==> src/rtl/bp_me_dma_wormhole_responder.sv <==
// Memory-side DMA wormhole endpoint: takes one request packet at a time, performs
// the word reads/writes on a valid/ready memory port and returns a response packet.
module bp_me_dma_wormhole_responder #(
  parameter int flit_width_p = 64,
  parameter int cord_width_p = 8,
  parameter int len_width_p  = 4,
  parameter int cid_width_p  = 4,
  localparam int addr_width_p  = flit_width_p - 2*cord_width_p - len_width_p - cid_width_p - 4,
  localparam int link_width_lp = flit_width_p + 2
) (
  input  logic                     clk_i,
  input  logic                     reset_i,
  input  logic [cord_width_p-1:0]  my_cord_i,
  input  logic [link_width_lp-1:0] link_i,
  output logic [link_width_lp-1:0] link_o,
  output logic                     mem_v_o,
  output logic                     mem_w_o,
  output logic [addr_width_p-1:0]  mem_addr_o,
  output logic [flit_width_p-1:0]  mem_data_o,
  input  logic                     mem_ready_and_i,
  input  logic                     mem_data_v_i,
  input  logic [flit_width_p-1:0]  mem_data_i,
  output logic                     mem_data_ready_and_o
);

  // Handshake rule on every channel: a transfer happens in a cycle where valid and
  // ready are both high; a raised valid holds its payload until that transfer.

  localparam int len_lo_lp  = cord_width_p;
  localparam int src_lo_lp  = len_lo_lp + len_width_p;
  localparam int cid_lo_lp  = src_lo_lp + cord_width_p;
  localparam int op_lo_lp   = cid_lo_lp + cid_width_p;
  localparam int size_lo_lp = op_lo_lp + 2;
  localparam int addr_lo_lp = size_lo_lp + 2;
  localparam int word_shift_lp = $clog2(flit_width_p/8);

  typedef enum logic [2:0] {
    IDLE, WR_DATA, WR_ACK, RD_HDR, RD_CMD, RD_DATA
  } state_e;

  state_e state_r, state_n;
  logic [len_width_p-1:0]  cnt_r, cnt_n, len_r;
  logic [cord_width_p-1:0] src_r;
  logic [cid_width_p-1:0]  cid_r;
  logic [1:0]              op_r, size_r;
  logic [addr_width_p-1:0] addr_r;

  logic                    in_v, out_ready, in_ready, out_v;
  logic [flit_width_p-1:0] in_data, out_data;
  logic [len_width_p-1:0]  in_len, rd_words, rd_last;
  logic [1:0]              in_op;

  assign in_v      = link_i[link_width_lp-1];
  assign in_data   = link_i[flit_width_p:1];
  assign out_ready = link_i[0];
  assign in_len    = in_data[src_lo_lp-1:len_lo_lp];
  assign in_op     = in_data[size_lo_lp-1:op_lo_lp];

  assign rd_words = len_width_p'(len_width_p'(1) << size_r);
  assign rd_last  = rd_words - len_width_p'(1);

  // Word k lives at addr + k*bytes_per_flit, wrapping in the address width.
  assign mem_addr_o = addr_r + (addr_width_p'(cnt_r) << word_shift_lp);

  // Request-side ready is forced low while reset is held.
  assign link_o = {out_v, out_data, in_ready & ~reset_i};

  always_ff @(posedge clk_i or posedge reset_i) begin
    if (reset_i) begin
      state_r <= IDLE;
      cnt_r   <= '0;
      len_r   <= '0;
      src_r   <= '0;
      cid_r   <= '0;
      op_r    <= '0;
      size_r  <= '0;
      addr_r  <= '0;
    end else begin
      state_r <= state_n;
      cnt_r   <= cnt_n;
      if (state_r == IDLE && in_v) begin
        len_r  <= in_len;
        src_r  <= in_data[cid_lo_lp-1:src_lo_lp];
        cid_r  <= in_data[op_lo_lp-1:cid_lo_lp];
        op_r   <= in_op;
        size_r <= in_data[addr_lo_lp-1:size_lo_lp];
        addr_r <= in_data[flit_width_p-1:addr_lo_lp];
      end
    end
  end

  always_comb begin
    state_n              = state_r;
    cnt_n                = cnt_r;
    in_ready             = 1'b0;
    out_v                = 1'b0;
    out_data             = '0;
    mem_v_o              = 1'b0;
    mem_w_o              = 1'b0;
    mem_data_o           = '0;
    mem_data_ready_and_o = 1'b0;
    case (state_r)
      IDLE: begin
        in_ready = 1'b1;
        if (in_v) begin
          cnt_n = '0;
          if (!in_op[0])            state_n = RD_HDR;
          else if (in_len == '0)    state_n = WR_ACK;
          else                      state_n = WR_DATA;
        end
      end
      WR_DATA: begin
        // Data flit and memory write complete together, so ready comes from memory.
        in_ready   = mem_ready_and_i;
        mem_v_o    = in_v;
        mem_w_o    = 1'b1;
        mem_data_o = in_data;
        if (in_v && mem_ready_and_i) begin
          cnt_n = cnt_r + len_width_p'(1);
          if (cnt_r == len_r - len_width_p'(1)) state_n = WR_ACK;
        end
      end
      WR_ACK: begin
        out_v    = 1'b1;
        out_data = {addr_r, size_r, op_r, cid_r, my_cord_i, {len_width_p{1'b0}}, src_r};
        if (out_ready) state_n = IDLE;
      end
      RD_HDR: begin
        out_v    = 1'b1;
        out_data = {addr_r, size_r, op_r, cid_r, my_cord_i, rd_words, src_r};
        if (out_ready) state_n = RD_CMD;
      end
      RD_CMD: begin
        mem_v_o = 1'b1;
        if (mem_ready_and_i) state_n = RD_DATA;
      end
      RD_DATA: begin
        out_v                = mem_data_v_i;
        out_data             = mem_data_i;
        mem_data_ready_and_o = out_ready;
        if (mem_data_v_i && out_ready) begin
          cnt_n   = cnt_r + len_width_p'(1);
          state_n = (cnt_r == rd_last) ? IDLE : RD_CMD;
        end
      end
      default: state_n = IDLE;
    endcase
  end

endmodule
==> config.mk <==
export PLATFORM = sky130hd
export DESIGN_NAME = bp_me_dma_wormhole_responder
export DESIGN_NICKNAME = d
export VERILOG_FILES = /design/src/rtl/bp_me_dma_wormhole_responder.sv
export SDC_FILE = /design/constraint.sdc
export NUM_CORES = 1
export LEC_CHECK = 0
export BUFFER_PORTS_ARGS = -buffer_cell sky130_fd_sc_hd__buf_4
export CORE_AREA = 2 2 119 121
export CTS_CLUSTER_SIZE = 16
export DETAILED_ROUTE_END_ITERATION = 10
export DIE_AREA = 0 0 121 123
export PLACE_DENSITY = 0.67
export SYNTH_ARGS = -nofsm -noshare
export SYNTH_HDL_FRONTEND = slang
export SYNTH_SLANG_ARGS = --single-unit
export TNS_END_PERCENT = 5
==> constraint.sdc <==
create_clock -name clk_i -period 2.6 [get_ports clk_i]
set_input_delay 0.26 -clock clk_i [delete_from_list [all_inputs] [get_ports clk_i]]
set_output_delay 0.26 -clock clk_i [all_outputs]
set_load 0.1 [all_outputs]
* Word level (Yosys, flattened, before mapping)
Cells that the tools add are included.
Word-level totals: output and inout port bits 169, register bits after elaboration 63, input port bits 142, word-level logic and storage cells 60
Cells by class: eq/ne operators 14, bitwise gates (word level) 2, mux-type cells 22, reduce and logical (&&, ||, !) cells 9, $add $sub $neg 4, shifts and indexed selects 1
Operators with widths (number):
- 64-bit one-hot mux with 3 select lines | 1
- 64-bit two-way mux | 1
- 36-bit by 7-bit adder with 36-bit output | 1
- 3-bit two-way mux | 8
- 3-bit one-hot mux with 6 select lines | 1
- 2-bit != test, second input constant | 7
- 4-bit two-way mux | 3
- 4-bit one-hot mux with 3 select lines | 1
- 4-bit equality test | 2
- 4-bit by 1-bit subtractor with 4-bit output, second input constant | 2
- 7-bit AND reduction | 1
- 3-bit by 2-bit equality test with 1-bit output, second input constant | 2
- 3-bit equality test, second input constant | 2
- 1-bit one-hot mux with 2 select lines | 3
- 4-bit by 1-bit adder with 4-bit output, second input constant | 1
- 4-bit logical NOT | 1
- 2-bit two-way mux | 2
- 4-bit AND reduction | 1
- 1-bit by 2-bit << shifter with 4-bit output, first input constant | 1
- 3-bit by 1-bit equality test with 1-bit output, second input constant | 1
- 1-bit logical AND | 3
- 3-bit logical NOT | 1
- 3-bit nonzero test | 1
- 1-bit two-way mux | 2
- other kinds (3) | 3

* Logic depth before layout (Yosys ltp)
word-level depth 6, mapped depth 8, mapped depth without buffers 7

* Worst setup path after synthesis
OpenSTA, ideal clock, no wires.
kind register to output, from register state_r[0], to output port link_o[0], buffers on the path 1, cell stages (with the launch flop) 4, setup slack -1.449 ns, data required time 2.340 ns, arrival time 3.789 ns, path through dfrtp_1 -> clkbuf_1 -> nand2b_1 -> nor4b_1
On the way: cells in the longest elaborated chain, start to end 3, elaborated cells on any way between the ends 4, classes of those cells eq/ne (1); mux (1); bitwise (1); reduce/logical (1)
Ends and longest elaborated chain:
- start: declaration | RTL line 41 | state_e state_r, state_n;
- start signal: assignment | RTL line 79 | state_r <= state_n;
- 3-bit by 1-bit equality test with 1-bit output / 3-bit logical NOT (equally long branches) | RTL line 102 | case (state_r)
- 1-bit one-hot mux with 2 select lines * | RTL line 102
- 1-bit bitwise AND * | RTL line 66 | assign link_o = {out_v, out_data, in_ready & ~reset_i};
- end: declaration | RTL line 15 | output logic [link_width_lp-1:0] link_o,
Every way passes the cells marked *; elsewhere a longest branch is shown, timed or not.

* Worst setup path in the final report
from register addr_r[3], to output port mem_addr_o[27]
On the way: cells in the longest elaborated chain, start to end 1
Ends and longest elaborated chain:
- start: declaration | RTL line 46 | logic [addr_width_p-1:0] addr_r;
- start signal: assignment | RTL line 87 | addr_r <= in_data[flit_width_p-1:addr_lo_lp];
- 36-bit by 7-bit adder with 36-bit output | RTL line 63 | assign mem_addr_o = addr_r + (addr_width_p'(cnt_r) << word_shift_lp);
- end: declaration | RTL line 18 | output logic [addr_width_p-1:0] mem_addr_o,
Every way passes these cells.

==> impl_metrics.toml <==
[yosys]
synth_area_um2 = 4540
synth_xor_xnor_area_share_pct = 7.53
ys_ff_latch = 63
synth-warning-count = 0
synth.avg_cell_area_um2 = 9.93
synth_fa_ha_area_share_pct = 2.10
synth_compound_area_share_pct = 15.9
synthCells = 457
synth_flop_cell = "dfrtp_1"
async_flop_share_pct = 100
synth-simple-area-share_pct = 21.1
synthMuxAreaShare_pct = 13.6
synth_top_family_by_area = "simple AND/OR/NAND/NOR gates"
synth-edff-count = 0
synthesis.nets = 606
ys_types = 46
ys_seq_area_share_pct = 34.7

[sta]
setup_violations = 17
relSlewSlack_pct = 55.2
rsz0062_at_grt = "true"
hold_viol = 0
skew_ps = 4.66
hold_slack_ps = 59.4
fin_crit_sh_pct = 104
period_needed_ps = 2710
setup_ws_ps = -112
drv_slew = 0
tns_ps = -893
tightestPinTransition_ps = 671
fmax_ghz = 0.369

[route]
wl_per_cell_um = 17.7
dr.pass1.iters = 4
drc_errors = 0
vias = 4784
postRouteAntennaNets = 0
viasPerCell = 4.99
routed_wirelength_um = 17000
drt_first_iter_violations = 209

[finish]
multi_input_area_um2 = 3030
syn2layout_area_growth_pct = 76.7
n_antenna_cell = 0
final_common_cell = "buf_4"
drive_gt1_share_pct = 59.9
fillers = 1191
regArea_um2 = 1580
nets = 926
mostFrequentLayoutCells = "buf_4 (318), and2_1 (66), dfrtp_1 (63)"

[clock_tree]
cts.clk_slew.worst_paths_ps = 50
clock_latency_ps = 320
cts-root-buf = "clkbuf_16"
tritoncts = "done"
clock_sinks = 63
clock_path_buffers = 2
numCtsBuffers = 9
htreeDepth = 3

[die]
die_w_um = 121
initial_core_util_pct = 33.3
fp.dieArea_um2 = 14900
core.rowCount = 43
die_h_um = 123
coreArea_um2 = 13600
num_io_pins = 311

[placed_design]
io_buffers = 310
hpwl_um = 13500
place_congestion = 0.857

[setup_path]
cp.required_ps = 2340
critPathKind = "reg -> out"
cp-end-kind = "output pin"
startpoint_type = "register"
cp-startpoint = "addr_r[3]$_DFFE_PP0P_"
path_max_fanout = 5
arrival_ps = 2450
r2r_start = "state_r[1]$_DFFE_PP0P_"

[global_route]
grtUsageTotal_pct = 22.2
grt_pass1_wl_um = 25800
grt_max_degree = 42
grt_overflow_total = 0
grt_pass1_vias = 4783
antenna_found_initial = 0

[outcome]
violations = "negative setup slack"
outcome = "complete, but fails checks"

[worst_hold_path]
hp-class = "in -> async"

[run]
cap_violations = 0
[synthesized netlist by cell type, types with 2 or more instances]
cell	instances	area, um2
and4_1	2	17.5
mux2_1	4	45.0
nand4_1	7	43.8
o41ai_1	2	17.5
nor3b_1	2	15.0
and2_1	67	419
a211oi_1	2	15.0
o21a_1	2	15.0
nand3_2	4	40.0
o211ai_1	2	15.0
nor2_1	12	45.0
a21o_1	2	15.0
buf_4	6	45.0
ha_1	6	75.1
clkbuf_1	16	60.1
xor2_1	5	43.8
mux2_2	51	574
a22oi_1	2	15.0
dfrtp_1	63	1580
nor3_1	4	20.0
nor4b_1	2	17.5
xnor2_1	34	298
o21ai_0	9	45.0
and3_1	8	50.1
nand3_1	17	85.1
a21oi_1	5	25.0
buf_2	17	85.1
inv_1	7	26.3
nand2b_1	4	25.0
a22o_1	58	508
nand2_1	18	67.6
nor2b_1	3	18.8
[flip-flops by register name, indices dropped and copies added, names as in the netlist]
register,flops
addr_r,36
src_r,8
cid_r,4
cnt_r,4
len_r,4
state_r,3
op_r,2
size_r,2
[final cells by class]
type	count	share of cell area (%)
repair buffers	349	36.0
clock buffers	12	3.32
clock inverters	1	0.0624
flip-flops and latches	63	19.7
well taps	180	2.81
inverters	7	0.328
multi-input cells	347	37.8
[worst max-delay path, cell delays in order, from the launching register on]
cell and delay (ps):
dfrtp_1 400, ha_2 200, fa_2 350, a211oi_2 280
buf_4 160, nor4_4 40, and4_4 230, buf_12 140
xor2_4 140, buf_12 190
[per-layer routing]
metal | share of wire [%] | wire length, um | up-vias | GRT usage [%]
met5 | 0 | 0 | - | 0
met4 | 0.74 | 126 | 0 | 4.36
met3 | 7.1 | 1200 | 12 | 4.80
met2 | 53 | 9070 | 197 | 41.4
met1 | 39 | 6600 | 2309 | 26.2
li1 | - | - | 2266 | -
[final timing paths]
path	to	depth (start not counted)	slack, ps
setup / recovery	mem_addr_o[27]	9	-110
max in group asynchronous	size_r[0]$_DFFE_PP0P_	3	1900
hold / removal	state_r[1]$_DFFE_PP0P_	2	60
min in group clk_i	addr_r[10]$_DFFE_PP0P_	3	170
hold reg to reg	src_r[0]$_DFFE_PP0P_	1	510
setup reg to reg	src_r[2]$_DFFE_PP0P_	4	710
[kinds of logic (layout without fill, tap and decap cells)]
logic type	after synthesis	count (layout)
and+or+nand+nor	157	157
muxes	55	55
DFF	63	63
adders and majority gates	7	7
buffers and inverters	47	369
xor gates and xnor gates	39	39
AOI/OAI and AO/OA	89	89
[stage by stage]
step | instance area, um2 | cells | util, % | worst slack, ps
6_report | 8020 | 959 | 58.9 | -112
5_1_grt | 8020 | 959 | 58.9 | -175
4_1_cts | 7910 | 958 | 58.1 | -108
3_5_place_dp | 7450 | 944 | 54.7 | -65.8
3_3_place_gp | 7450 | 944 | 54.7 | -18.6
2_1_floorplan | 4760 | 457 | - | -461
[repair_timing]
item / CTS / global route
endpoints found under the setup margin: 24 / 26
pin swaps: 6 / 5
hold buffers: 0 / 0
buffers inserted: 1 / 1
gates resized for setup: 44 / 22
Power is not shown: default switching activity piles up to over one toggle a cycle in this logic, so the estimate is an artifact.
